## config.mk

```make
export PLATFORM = sky130hd
export DESIGN_NAME = branch_resolve
export DESIGN_NICKNAME = d
export VERILOG_FILES = /design/src/rtl/branch_resolve.sv
export SDC_FILE = /design/constraint.sdc
export NUM_CORES = 1
export LEC_CHECK = 0
export CORE_MARGIN = 2
export CORE_UTILIZATION = 39
export DETAILED_ROUTE_END_ITERATION = 16
export PLACE_DENSITY = 0.61
export SYNTH_ARGS = -nofsm -noshare
export SYNTH_HDL_FRONTEND = slang
export SYNTH_SLANG_ARGS = --single-unit
```

## constraint.sdc

```tcl
create_clock -name clk -period 3.7 [get_ports clk]
set_clock_uncertainty 0.2 [all_clocks]
set_input_delay 0.555 -clock clk [delete_from_list [all_inputs] [get_ports clk]]
set_output_delay 0.555 -clock clk [all_outputs]
set_load 0.05 [all_outputs]
```

## src/rtl/branch_resolve.sv

```systemverilog
// Branch/jump resolution stage: captures one branch, evaluates it for one cycle, then holds
// the result for fetch until the consumer accepts it.
module branch_resolve #(
    parameter int XLEN = 32
) (
    input  logic            clk,
    input  logic            rst_n,
    input  logic            flush,
    input  logic            in_valid,
    output logic            in_ready,
    input  logic [XLEN-1:0] in_pc,
    input  logic [XLEN-1:0] in_imm,
    input  logic [XLEN-1:0] in_rs1,
    input  logic [XLEN-1:0] in_rs2,
    input  logic [2:0]      in_funct3,
    input  logic            in_jal,
    input  logic            in_jalr,
    output logic            res_valid,
    input  logic            res_ready,
    output logic            res_taken,
    output logic            res_redirect,
    output logic [XLEN-1:0] res_target,
    output logic [XLEN-1:0] res_link,
    output logic            res_misalign,
    output logic            res_illegal,
    output logic [1:0]      dbg_state
);

    // Handshakes: a transfer happens on a rising edge where valid and ready are both high;
    // once raised, res_valid and all res_* stay stable until that transfer (or flush/reset).
    typedef enum logic [1:0] {
        S_IDLE = 2'd0,
        S_EVAL = 2'd1,
        S_HOLD = 2'd2
    } state_t;

    state_t r_state;
    state_t w_next;

    logic [XLEN-1:0] r_pc, r_imm, r_rs1, r_rs2;
    logic [2:0]      r_funct3;
    logic            r_jal, r_jalr;

    always_comb begin
        w_next = r_state;
        case (r_state)
            S_IDLE:  if (in_valid) w_next = S_EVAL;
            S_EVAL:  w_next = S_HOLD;
            S_HOLD:  if (res_ready) w_next = S_IDLE;
            default: w_next = S_IDLE;
        endcase
        if (flush) w_next = S_IDLE;
    end

    always_ff @(posedge clk or negedge rst_n) begin
        if (!rst_n) r_state <= S_IDLE;
        else        r_state <= w_next;
    end

    assign in_ready  = (r_state == S_IDLE);
    assign res_valid = (r_state == S_HOLD);
    assign dbg_state = r_state;

    always_ff @(posedge clk or negedge rst_n) begin
        if (!rst_n) begin
            r_pc     <= '0;
            r_imm    <= '0;
            r_rs1    <= '0;
            r_rs2    <= '0;
            r_funct3 <= '0;
            r_jal    <= 1'b0;
            r_jalr   <= 1'b0;
        end else if (r_state == S_IDLE && in_valid && !flush) begin
            r_pc     <= in_pc;
            r_imm    <= in_imm;
            r_rs1    <= in_rs1;
            r_rs2    <= in_rs2;
            r_funct3 <= in_funct3;
            r_jal    <= in_jal;
            r_jalr   <= in_jalr;
        end
    end

    // funct3 decode: bit2 selects a less-than compare, bit1 unsigned, bit0 inverts the outcome.
    logic            w_lt, w_uns, w_inv, w_jump;
    logic            w_eq, w_ult, w_slt, w_cmp;
    logic            w_illegal, w_taken, w_misalign, w_redirect;
    logic [XLEN-1:0] w_link, w_jump_tgt, w_target;

    assign w_lt   = r_funct3[2];
    assign w_uns  = r_funct3[1];
    assign w_inv  = r_funct3[0];
    assign w_jump = r_jal | r_jalr;

    assign w_eq  = (r_rs1 == r_rs2);
    assign w_ult = (r_rs1 < r_rs2);
    assign w_slt = ({~r_rs1[XLEN-1], r_rs1[XLEN-2:0]} < {~r_rs2[XLEN-1], r_rs2[XLEN-2:0]});
    assign w_cmp = w_lt ? (w_uns ? w_ult : w_slt) : w_eq;

    assign w_illegal  = !w_jump && !w_lt && w_uns;
    assign w_taken    = w_jump | (!w_illegal & (w_cmp ^ w_inv));
    assign w_link     = r_pc + XLEN'(4);
    assign w_jump_tgt = r_jalr ? ((r_rs1 + r_imm) & ~XLEN'(1)) : (r_pc + r_imm);
    assign w_target   = w_taken ? w_jump_tgt : w_link;
    assign w_misalign = w_taken & (w_target[1:0] != 2'b00);
    assign w_redirect = w_taken & !w_misalign & !w_illegal;

    always_ff @(posedge clk or negedge rst_n) begin
        if (!rst_n) begin
            res_taken    <= 1'b0;
            res_redirect <= 1'b0;
            res_target   <= '0;
            res_link     <= '0;
            res_misalign <= 1'b0;
            res_illegal  <= 1'b0;
        end else if (flush || (r_state == S_HOLD && res_ready)) begin
            res_taken    <= 1'b0;
            res_redirect <= 1'b0;
            res_target   <= '0;
            res_link     <= '0;
            res_misalign <= 1'b0;
            res_illegal  <= 1'b0;
        end else if (r_state == S_EVAL) begin
            res_taken    <= w_taken;
            res_redirect <= w_redirect;
            res_target   <= w_target;
            res_link     <= w_link;
            res_misalign <= w_misalign;
            res_illegal  <= w_illegal;
        end
    end

endmodule

```

After elaboration in Yosys (flattened, before gate mapping)
Cells that the tools add are included.
{"block": "classes", "n_addsub": 3, "n_mul": 0, "n_div": 0, "n_lt_le_gt_ge": 2, "eq_ne": 5, "n_shift": 0, "muxes": 20, "n_bitwise": 9, "n_reduce_logical": 15}
{"operator": "$mux W32", "count": 6}
{"operator": "$add A32 B32 Y32", "count": 2}
{"operator": "$lt A32 B32 Y1", "count": 2}
{"operator": "$add A32 B3 Y32 const B", "count": 1}
{"operator": "$eq A32 B32 Y1", "count": 1}
{"operator": "$mux W1", "count": 10}
{"operator": "$mux W2", "count": 3}
{"operator": "$pmux W2 S3", "count": 1}
{"operator": "$logic_and A1 B1 Y1", "count": 5}
{"operator": "$logic_not A1 Y1", "count": 5}
{"operator": "$and A1 B1 Y1", "count": 4}
{"operator": "$reduce_bool A2 Y1", "count": 2}
{"operator": "$ne A3 B2 Y1 const B", "count": 1}
{"operator": "$ne A3 B3 Y1 const B", "count": 1}
{"operator": "$eq A2 B1 Y1 const B", "count": 1}
{"operator": "$eq A2 B2 Y1 const B", "count": 1}
{"operator": "$logic_not A2 Y1", "count": 1}
{"operator": "$not A1 Y1", "count": 2}
{"operator": "$or A1 B1 Y1", "count": 2}
{"operator": "$reduce_and A2 Y1", "count": 1}
{"operator": "$logic_or A1 B1 Y1", "count": 1}
{"operator": "$xor A1 B1 Y1", "count": 1}
{"block": "totals", "register_bits": 203, "latch_bits": 0, "ram_bits": 0, "mem_bits_ro": 0, "in_bits": 138, "wordCells": 68, "memories": 0}

Depth between registers and ports, before layout
Gate-level depths: netlist of run 1.
{"block": "depth", "word_depth": 15, "ltp_mapped": 12, "depth_no_buf": 10}

Worst setup path after synthesis of run 1
OpenSTA, ideal clock, no wires.
{"block": "synth_path", "path_type": "flip-flop to flip-flop", "startpoint": "register r_rs1[11]", "endpoint": "register res_target[27]", "setup_ns": 0.124, "arrival_time_ns": 2.655, "setup_slack_ns": 0.721, "stages_incl_launch_ff": 11, "n_path_buf": 1, "synth_period_minus_slack_ns": 2.979, "path_cell_list": "dfrtp_1 ha_1 a21oi_1 o21ai_1 a2111oi_2 a21oi_1 or4_4 and3_1 buf_6 a22o_1 a211o_1"}
{"block": "synth_via", "elab_chain_len": 9, "word_cells_on_any_way": 13}
{"item": "from (decl)", "line": "40", "rtl": "logic [XLEN-1:0] r_pc, r_imm, r_rs1, r_rs2;"}
{"item": "from (signal assigned)", "line": "76", "rtl": "r_rs1 <= in_rs1;"}
{"item": "$lt A32 B32 Y1, on equally long branches", "line": "97, 96"}
{"item": "$mux W1 (2 in a row)", "line": "98", "rtl": "assign w_cmp = w_lt ? (w_uns ? w_ult : w_slt) : w_eq;"}
{"item": "$xor A1 B1 Y1", "line": "101", "rtl": "assign w_taken = w_jump | (!w_illegal & (w_cmp ^ w_inv));"}
{"item": "$and A1 B1 Y1", "line": "101"}
{"item": "$or A1 B1 Y1", "line": "101"}
{"item": "$mux W32 (*)", "line": "104", "rtl": "assign w_target = w_taken ? w_jump_tgt : w_link;"}
{"item": "$mux W32 (*)", "line": "123", "rtl": "end else if (r_state == S_EVAL) begin"}
{"item": "$mux W32 (*)", "line": "116", "rtl": "end else if (flush || (r_state == S_HOLD && res_ready)) begin"}
{"item": "to (signal assigned)", "line": "126", "rtl": "res_target <= w_target;"}
{"item": "to (decl)", "line": "22", "rtl": "output logic [XLEN-1:0] res_target,"}
Mark *: on every way between the ends. The rest lies on a longest branch, timed or not. The select of a mux whose other input is x is not followed.
A chain may end at the register's enable or synchronous reset.

Final worst setup path of run 1
{"block": "layout_path", "startpoint": "register r_rs1[31]", "endpoint": "register res_target[29]"}
{"block": "layout_via", "elab_chain_len": 10, "word_cells_on_any_way": 12}
{"item": "$not A1 Y1", "line": "97", "rtl": "assign w_slt = ({~r_rs1[XLEN-1], r_rs1[XLEN-2:0]} < {~r_rs2[XLEN-1], r_rs2[XLEN-2:0]});"}
{"item": "$lt A32 B32 Y1", "line": "97"}
{"item": "$mux W1", "line": "98"}
{"item": "$mux W1 (*)", "line": "98"}
{"item": "$xor A1 B1 Y1 (*)", "line": "101"}
{"item": "$and A1 B1 Y1 (*)", "line": "101"}
{"item": "$or A1 B1 Y1 (*)", "line": "101"}
{"item": "$mux W32 (*)", "line": "104"}
{"item": "$mux W32 (*)", "line": "123"}
{"item": "$mux W32 (*)", "line": "116"}
Marked as above.

==> metrics.cfg, run 1 <==
[min_path]
worstHoldStart = res_link[27]$_DFFE_PN0P_
hold_class = register to register
hold_end = res_link[27]$_DFFE_PN0P_
holdPathStages = 1

[global_route]
antenna_found_initial = 0
grt-ovfl-total = 0
grt_pass1_wl_microns = 59170
grt_start_max_net_pins = 92
grt_pass1_vias = 10580
grtUsageTotal_pct = 22.29

[critical_path]
r2r-start = r_rs1[31]$_DFFE_PN0P_
path_max_fanout = 28
rr_endpoint = res_target[29]$_DFFE_PN0P_
cpPeakStageDelay_ps = 450
cp_data_arrival_time_ps = 3700
crit_start = r_rs1[31]$_DFFE_PN0P_
crit_top_cell = and3_1
crit_type = register to register
critical-path-top-delay-family = simple AND/OR/NAND/NOR gates
slowest_stage = nor4_2
reg2reg_slack_ps = 220
worstPathCellList = inv_1, ha_1, nand4_1, nor4_2, nand3_1, and3_1, a2111oi_4, and3_1, buf_12, nor3_1, o41ai_2
cp.depth = 11
worst_setup_path_end_kind = register
cp-start-kind = register
r2r_cells = 11
crit_buf_inv = 2
required_ps = 3930

[finish]
layout_commonest_cell = clkdlybuf4s50_1
multi_input_area_sq_um = 7182
layout-drive-gt1-share_pct = 11.86
num-fill-cells = 2911
area_growth_pct = 27.97
most-common-layout-cells = 208 x clkdlybuf4s50_1, 203 x dfrtp_1, 133 x nand2_1
diodes = 0
regArea_sq_um = 5080
finalNonFillerCells = 1928
final_nets = 1743

[clock_network]
root_buffer = clkbuf_16
cts_buffer_depth = 3
post-cts-setup-buffer-count = 0
cts_num_sinks = 203
clock_latency_ps = 530
path_clk_slew_ps = 60
cts_tree = done
numCtsBuffers = 24
htree_levels = 1

[detailed_routing]
drt_iter0_drc = 714
firstDrtPassIters = 7
ant_nets = 0
remaining_drc_errors = 0
vias = 10770
vias_per_cell = 5.587
route.detailed.wl_per_inst_microns = 19.47
wl_microns = 37540

[synth]
ys_warn_count = 0
synth-edff-count = 0
synth_nets = 1529
yosysUniqueCellTypes = 67
ys_ff_latch = 203
synth_top_family_by_area = compound AO/OA/AOI/OAI gates
synth_area_leaders = dfrtp_1 40%, ha_1 9.4%, mux2_2 8.8%
syn_avg_cell_area_sq_um = 9.766
synth-compound-area-share_pct = 18.73
ys_seq_area_share_pct = 40.20
synthAdderAreaFrac_pct = 9.723
synth_area_sq_um = 12640
synthXorXnorAreaFrac_pct = 4.644
synth_top_area_share_pct = 40.20
synthCells = 1294
async_reset_ff_share_pct = 100.0
synth-simple-area-share_pct = 13.87
yosysTopAreaCell = dfrtp_1
synthFlopType = dfrtp_1
synthMuxAreaShare_pct = 9.693

[floorplan]
die_area_sq_um = 33860
core_area_sq_um = 31720
start_util_pct = 39.84
dieHeight_microns = 184.0
die_width_microns = 184.0
num_rows = 65
io_pins = 210

[status]
outcome = complete, no violations

[sta]
clock.fmax_mhz = 287.5
finalCriticalPeriod_ps = 3478
post-route-period-util_pct = 94.00
finalSetupTns_ps = 0
setup_viol = 0
rsz0062_at_grt = no
relSlewSlack_pct = 46.59
finalHoldViolations = 0
worst_pin_slew_ps = 801.1
final_max_slew_viol_count = 0

[flow_run]
drv_cap = 0

[placement]
place_hpwl_microns = 29100
placedCellCount = 1883
numPortBuffers = 209
finalWeightedCongestion = 0.9021

[power_and_ir_drop]
p_per_area_nw_per_um2 = 623.8
p_total_mw = 10.09
max-vdd-ir-drop_v = 0.0003386
p_leak_nw = 7.013

worst reg2reg max path, delay by kind of cell (launching register included):
kind | cells | cell delay, ps
buffers and inverters | 2 | 280
AND/OR/NAND/NOR | 6 | 1460
adder cells (fa/ha/maj) | 1 | 300
AO/OA/AOI/OAI | 2 | 750
flip-flops | 1 | 390
state kept, by name (all words and copies together) (netlist names):
name	flops
r_imm	32
r_rs2	32
res_taken	1
res_link	32
res_misalign	1
r_funct3	3
res_redirect	1
r_jal	1
res_target	32
r_rs1	32
r_jalr	1
r_pc	32
dbg_state	2
res_illegal	1
layer usage:
layer	GRT usage [%]	up-vias	part of all wire (%)
met5	0	-	0
met4	4.352	0	1.7
met3	3.407	43	7.2
met2	32.69	400	41
met1	34.59	5127	50
li1	-	5202	-
what timing repair did:
action                                 in CTS  in global routing
endpoints found under the hold margin      87                  0
gates resized for setup                     0                  0
hold buffers                                1                  0
setup endpoints to repair                   0                  0
cell type report:
| class | instances | area share [%] |
|---|---|---|
| clock inverter | 6 | 0.6499 |
| timing repair buffer | 239 | 14.91 |
| clock buffer | 38 | 4.418 |
| tap | 402 | 3.110 |
| inverter | 47 | 1.091 |
| sequential | 203 | 31.41 |
| multi-input combinational | 993 | 44.41 |
logic make-up after synthesis:
logic type,Yosys count
adders and majority gates,97
AOI/OAI and AO/OA,359
muxes,110
buffers and inverters,98
and+or+nand+nor,360
DFF,203
xor gates and xnor gates,67
where the power goes:
group	switching [mW]	internal [mW]
registers	0.458	2.60
logic	2.62	1.95
clock network	0.936	1.53
total	4.01	6.08
worst max-delay path by stage:
stage,endpoint,slack (ps)
5_1_grt,res_target[31]$_DFFE_PN0P_,8
6_report,res_target[29]$_DFFE_PN0P_,220
3_3_place_gp,res_target[29]$_DFFE_PN0P_,320
3_5_place_dp,res_target[31]$_DFFE_PN0P_,220
2_1_floorplan,res_target[27]$_DFFE_PN0P_,720
4_1_cts,res_target[28]$_DFFE_PN0P_,200
synthesized netlist by cell type (all sizes together) (7+ instances only):
cell type and count:
dfrtp 203, nand2 133, o21ai 105, mux2 99
ha 95, a21oi 82, nor2 50, inv 47
nand3 46, clkbuf 44, a21o 37, xor2 35
xnor2 32, and3 26, nor3 23, nand4 19
a211oi 18, o211ai 16, a22o 15, o21a 12
mux2i 11, nor2b 10, nand2b 9, o31ai 9
a32o 8, or3 8, and4 7, buf 7
nor4 7
per-stage QoR:
step	setup WS, ps	instance area, sq um	hold WS [ps]	util [%]
global placement	323.3	15340	261.9	48.37
finish	222.1	16170	281.9	50.99
detailed placement	216.3	15340	274.0	48.37
floorplan	721.5	12640	59.41	-
global route	8.098	16170	303.1	50.99
CTS	201.9	16170	287.3	50.99
No activity file was read; power rests on OpenSTA's default activity.
==> run 2: changes to the inputs <==
--- a/config.mk
+++ b/config.mk
@@ -7,6 +7,8 @@
 export LEC_CHECK = 0
 export CORE_MARGIN = 2
 export CORE_UTILIZATION = 39
+export CTS_BUF_LIST = sky130_fd_sc_hd__clkbuf_8
+export CTS_CLUSTER_SIZE = 40
 export DETAILED_ROUTE_END_ITERATION = 16
 export PLACE_DENSITY = 0.61
 export SYNTH_ARGS = -nofsm -noshare
==> run 2 against run 1 <==
Net effect: sequential cell count unchanged; design area down 0.24%; sequential power about the same; via count up 0.48%; fmax up 0.13%; sequential share of layout area up 0.076 points; utilization down 0.12 points; non-clock buffer count unchanged; combinational power about the same; largest cell class unchanged; highest routed layer unchanged.
==> metrics.cfg, run 2 (synthesized netlist as in run 1, its figures left out) <==
[global_route]
grt-ovfl-total = 0  ; unchanged
antenna_found_initial = 0  ; unchanged
grt_pass1_wl_microns = 59640  ; +0.78%
grt_pass1_vias = 10730  ; +1.5%
grt_start_max_net_pins = 92  ; unchanged
grtUsageTotal_pct = 22.62  ; +0.33 points

[floorplan]
num_rows = 65  ; unchanged
core_area_sq_um = 31720  ; unchanged
die_area_sq_um = 33860  ; unchanged
start_util_pct = 39.84  ; unchanged
io_pins = 210  ; unchanged
dieHeight_microns = 184.0  ; unchanged
die_width_microns = 184.0  ; unchanged

[sta]
finalSetupTns_ps = 0  ; unchanged
finalCriticalPeriod_ps = 3473  ; -4.472 ps
finalHoldViolations = 0  ; unchanged
relSlewSlack_pct = 45.19  ; -1.4 points
rsz0062_at_grt = no
final_max_slew_viol_count = 0  ; unchanged
setup_viol = 0  ; unchanged
clock.fmax_mhz = 287.9  ; +0.13%
worst_pin_slew_ps = 822.2  ; +21.02 ps
post-route-period-util_pct = 93.88  ; -0.12 points

[critical_path]
crit_type = register to register
cp-start-kind = register
path_max_fanout = 28  ; unchanged
r2r-start = r_rs1[31]$_DFFE_PN0P_
worst_setup_path_end_kind = register
reg2reg_slack_ps = 230  ; about the same
crit_start = r_rs1[31]$_DFFE_PN0P_
required_ps = 3940  ; about the same
cp_data_arrival_time_ps = 3710  ; about the same

[power_and_ir_drop]
max-vdd-ir-drop_v = 0.0002351  ; -31%
p_per_area_nw_per_um2 = 613.6  ; -1.6%
p_leak_nw = 7.050  ; +0.53%

[finish]
final_nets = 1757  ; +0.80%
area_growth_pct = 27.66
diodes = 0  ; unchanged
regArea_sq_um = 5080  ; unchanged
num-fill-cells = 2930  ; +0.65%
layout-drive-gt1-share_pct = 12.94  ; +1.1 points
stdcell_area_sq_um = 16130  ; -0.24%
layout_commonest_cell = clkdlybuf4s50_1
finish.utilization_pct = 50.86  ; -0.12 points
multi_input_area_sq_um = 7182  ; unchanged
most-common-layout-cells = 208 x clkdlybuf4s50_1, 203 x dfrtp_1, 133 x nand2_1

[detailed_routing]
wl_microns = 38030  ; +1.3%
route.detailed.wl_per_inst_microns = 19.52  ; +0.27%
met2_length_microns = 15600  ; +1.1%
routed.top_layer = met4
firstDrtPassIters = 6  ; -1
ant_nets = 0  ; unchanged
wl_met1_microns = 19060  ; +1.6%
vias = 10820  ; +0.48%
vias_per_cell = 5.556  ; -0.55%
route.met3.wl_microns = 2720  ; +0.93%
drt_iter0_drc = 673  ; -5.7%
remaining_drc_errors = 0  ; unchanged

[clock_network]
cts_num_sinks = 203  ; unchanged
path_clk_slew_ps = 60  ; about the same
cts_tree = done
root_buffer = clkbuf_8
clock_latency_ps = 550  ; +20 ps
numCtsBuffers = 38  ; +58%
htree_levels = 2  ; +1
cts_resized = 0  ; unchanged
cts_buffer_depth = 3  ; unchanged

[status]
outcome = complete, no violations

[min_path]
worstHoldStart = res_link[2]$_DFFE_PN0P_
hold_class = register to register

[placement]
place_area_sq_um = 15340  ; unchanged
place_hpwl_microns = 29100  ; unchanged
finalWeightedCongestion = 0.9021  ; unchanged
numPortBuffers = 209  ; unchanged

[flow_run]
drv_cap = 0  ; unchanged

[run 2: worst paths after layout]
| kind | to | cells after the start |
|---|---|---|
| worst max-delay path | res_target[29]$_DFFE_PN0P_ | 11 |
| worst min-delay path | res_link[2]$_DFFE_PN0P_ | 2 |
| worst max register to register | res_target[29]$_DFFE_PN0P_ | 11 |
| worst min register to register | res_link[2]$_DFFE_PN0P_ | 2 |
| max in group asynchronous | r_rs2[22]$_DFFE_PN0P_ | 3 |
| min in group asynchronous | res_link[4]$_DFFE_PN0P_ | 2 |
[run 2: layout make-up]
cell class / instances / area share [%]
Tap cell: 402 / 3.118
Clock buffer: 48 / 4.095
Multi-Input combinational cell: 993 / 44.52
Inverter: 47 / 1.094
Sequential cell: 203 / 31.49
Timing Repair Buffer: 239 / 14.94
Clock inverter: 16 / 0.7445
[run 2: where the power goes]
part | internal [mW] | total, mW | switching [mW]
Clock | 1.30 | 2.28 | 0.980
Sequential | 2.60 | 3.06 | 0.460
Combinational | 1.95 | 4.56 | 2.61
[run 2: critical path, cell delays in order, from the launching register on]
cell and delay, ps:
dfrtp_1 390, inv_1 70, ha_1 300, nand4_1 160
nor4_2 460, nand3_1 200, and3_1 280, a2111oi_4 430
and3_1 260, buf_12 210, nor3_1 80, o41ai_2 320
[run 2: repair_timing]
item / CTS / global route
hold buffers: 1 / 0
endpoints found under the setup margin: 0 / 0
endpoints found under the hold margin: 87 / 0
setup buffers: 0 / 0
[run 2: through the flow]
step / std cells / total power, mW / hold slack (ps) / setup WS, ps
finish: 1948 / 9.899 / 282.7 / 226.5
global route: 1948 / 10.58 / 301.9 / 14.71
global placement: 1883 / 7.541 / 261.9 / 323.3
floorplan: 1294 / 6.157 / 59.41 / 721.5
CTS: 1948 / 9.932 / 285.7 / 200.8
detailed placement: 1883 / 7.600 / 274.0 / 216.3
[run 2: per-layer routing]
layer  GRT usage, %  up-vias
met3          4.338       50
met5              0        -
li1               -     5246
met1          34.51     5156
met4          5.312        0
met2          32.78      372
==> run 3: changes to the inputs <==
--- a/config.mk
+++ b/config.mk
@@ -5,7 +5,6 @@
 export SDC_FILE = /design/constraint.sdc
 export NUM_CORES = 1
 export LEC_CHECK = 0
-export CORE_MARGIN = 2
 export CORE_UTILIZATION = 39
 export CTS_BUF_LIST = sky130_fd_sc_hd__clkbuf_8
 export CTS_CLUSTER_SIZE = 40
==> run 3 against run 2 <==
Net effect: setup slack better by 85 ps; count of clock-buffer cells in the layout is 3 lower; critical endpoint is now res_target[7]$_DFFE_PN0P_; via count is 0.14% lower.
==> metrics.cfg, run 3 (synthesized netlist as in run 1, its figures left out) <==
[placement]
place_hpwl_microns = 28920  ; -0.61%
numPortBuffers = 209  ; unchanged
place_area_sq_um = 15340  ; about the same
finalWeightedCongestion = 0.9374  ; +3.9%
placedCellCount = 1881  ; -0.11%

[global_route]
grt_start_max_net_pins = 80  ; -13%
grtUsageTotal_pct = 22.75  ; +0.13 points
grt-ovfl-total = 0  ; unchanged
antenna_found_initial = 0  ; unchanged
grt_pass1_vias = 10460  ; -2.5%
grt_pass1_wl_microns = 58630  ; -1.7%

[sta]
finalCriticalPeriod_ps = 3388  ; -85.37 ps
final_max_slew_viol_count = 0  ; unchanged
setup_viol = 0  ; unchanged
finalSetupTns_ps = 0  ; unchanged
post-route-period-util_pct = 91.57  ; -2.3 points
worst_pin_slew_ps = 873.3  ; +51.17 ps
clock.fmax_mhz = 295.2  ; +2.5%
finalHoldViolations = 0  ; unchanged
rsz0062_at_grt = no
relSlewSlack_pct = 41.78  ; -3.4 points

[floorplan]
io_pins = 210  ; unchanged
die_area_sq_um = 33130  ; -2.2%
start_util_pct = 39.84  ; unchanged
core_area_sq_um = 31720  ; unchanged
num_rows = 65  ; unchanged
die_width_microns = 182.0  ; -1.1%
dieHeight_microns = 182.0  ; -1.1%

[power_and_ir_drop]
p_switching_mw = 4.016  ; -0.82%
swShare_pct = 41.56  ; +0.66 points
max-vdd-ir-drop_v = 0.0002209  ; -6.0%
power_frac_comb_pct = 47.1  ; +1.1 points
p_leak_nw = 7.028  ; -0.31%
p_int_mw = 5.647  ; -3.5%
p_total_mw = 9.663  ; -2.4%
seq_power_share_pct = 31.8  ; +0.9 points
clkPwrFrac_pct = 21.1  ; -1.9 points
p_per_area_nw_per_um2 = 601.9  ; -1.9%

[status]
outcome = complete, no violations

[finish]
most-common-layout-cells = 208 x clkdlybuf4s50_1, 203 x dfrtp_1, 133 x nand2_1
layout_commonest_cell = clkdlybuf4s50_1
area_growth_pct = 27.03
finalNonFillerCells = 1945  ; -0.15%
diodes = 0  ; unchanged
layout-drive-gt1-share_pct = 12.51  ; -0.43 points
stdcell_area_sq_um = 16050  ; -0.50%
final_nets = 1755  ; -0.11%

[critical_path]
cp_data_arrival_time_ps = 3620  ; -90 ps
path_max_fanout = 22  ; -21%
crit_top_cell = a21oi_1
cpPeakStageDelay_ps = 550  ; +90 ps
critical-path-top-delay-family = compound AO/OA/AOI/OAI gates
crit_type = register to register
worstPathCellList = ha_1, a21oi_1, o21ai_1, a2111oi_2, a21oi_1, or4_4, nand3_1, buf_12, o311ai_0, a32o_1
crit_buf_inv = 1  ; -1
required_ps = 3930  ; about the same
cp-start-kind = register
worst_setup_path_end_kind = register
slowest_stage = or4_4

[flow_run]
drv_cap = 0  ; unchanged

[clock_network]
numCtsBuffers = 38  ; unchanged
cts_buffer_depth = 3  ; unchanged
post-cts-setup-buffer-count = 0  ; unchanged
htree_levels = 2  ; unchanged
root_buffer = clkbuf_8
cts_tree = done
clock_latency_ps = 540  ; about the same
path_clk_slew_ps = 60  ; about the same
cts_num_sinks = 203  ; unchanged

[detailed_routing]
drt_iter0_drc = 757  ; +12%
remaining_drc_errors = 0  ; unchanged
route.detailed.wl_per_inst_microns = 19.33  ; -1.0%
vias_per_cell = 5.557  ; about the same
wl_microns = 37590  ; -1.2%
firstDrtPassIters = 7  ; +1
ant_nets = 0  ; unchanged
vias = 10810  ; -0.14%

[min_path]
hold_class = register to register

[run 3: changes by cell type in the layout (fill, tap and decap cells not counted)]
cell,delta
bufinv_16,-2
buf_12,+1
nor4_2,-1
nor4_4,+1
buf_4,-3
inv_1,+4
clkbuf_8,-3
[run 3: timing repair]
item / in CTS / in global routing
hold buffers: 1 / 0
setup endpoints to repair: 0 / 1
hold endpoints to repair: 77 / 0
resized for setup: 0 / 1
[run 3: worst reg2reg max path, stage by stage (launching register included)]
cell	delay (ps)
dfrtp_1	410
ha_1	320
a21oi_1	200
o21ai_1	120
a2111oi_2	400
a21oi_1	260
or4_4	550
nand3_1	150
buf_12	180
o311ai_0	190
a32o_1	300
[run 3: worst paths after layout]
kind	start	endpoint	slack (ps)	cells after the start
worst max register to register	r_rs1[9]$_DFFE_PN0P_	res_target[7]$_DFFE_PN0P_	310	10
worst min register to register	res_link[29]$_DFFE_PN0P_	res_link[29]$_DFFE_PN0P_	270	1
min in group asynchronous	rst_n	res_link[26]$_DFFE_PN0P_	430	2
max in group asynchronous	rst_n	r_rs2[9]$_DFFE_PN0P_	2030	3
worst max-delay path	r_rs1[9]$_DFFE_PN0P_	res_target[7]$_DFFE_PN0P_	310	10
worst min-delay path	res_link[29]$_DFFE_PN0P_	res_link[29]$_DFFE_PN0P_	270	1
[run 3: area by class of cell]
class                   instances  area, sq um
repair buffers                237         2409
multi-input cells             993         7191
flip-flops and latches        203         5080
clock buffers                  45        619.3
inverters                      47        176.4
well taps                     402        503.0
clock inverters                18        75.07
fillers                      2925        15670
[run 3: layer usage]
layer | vias up | part of all wire [%] | track usage [%]
met2 | 379 | 40 | 32.67
met3 | 55 | 7.0 | 3.610
met4 | 0 | 2.3 | 6.353
met1 | 5148 | 50 | 34.85
met5 | - | 0 | 0
li1 | 5227 | - | -
[run 3: stage by stage]
step / worst slack, ps / hold WS (ps) / util, %
6_report: 311.9 / 274.7 / 50.61
5_1_grt: 26.84 / 299.7 / 50.61
4_1_cts: 252.3 / 276.8 / 50.58
3_5_place_dp: 274.0 / 263.8 / 48.36
3_3_place_gp: 341.0 / 259.7 / 48.36
2_1_floorplan: 721.5 / 59.41 / -
[run 3: power groups by stage]
stage	clock network (mW)	registers, mW	logic (mW)
after floorplan	0	3.19	2.96
after global placement	0	3.09	4.44
after detailed placement	0	3.11	4.49
after CTS	2.09	3.07	4.51
after global routing	2.19	3.12	4.99
final	2.04	3.07	4.55
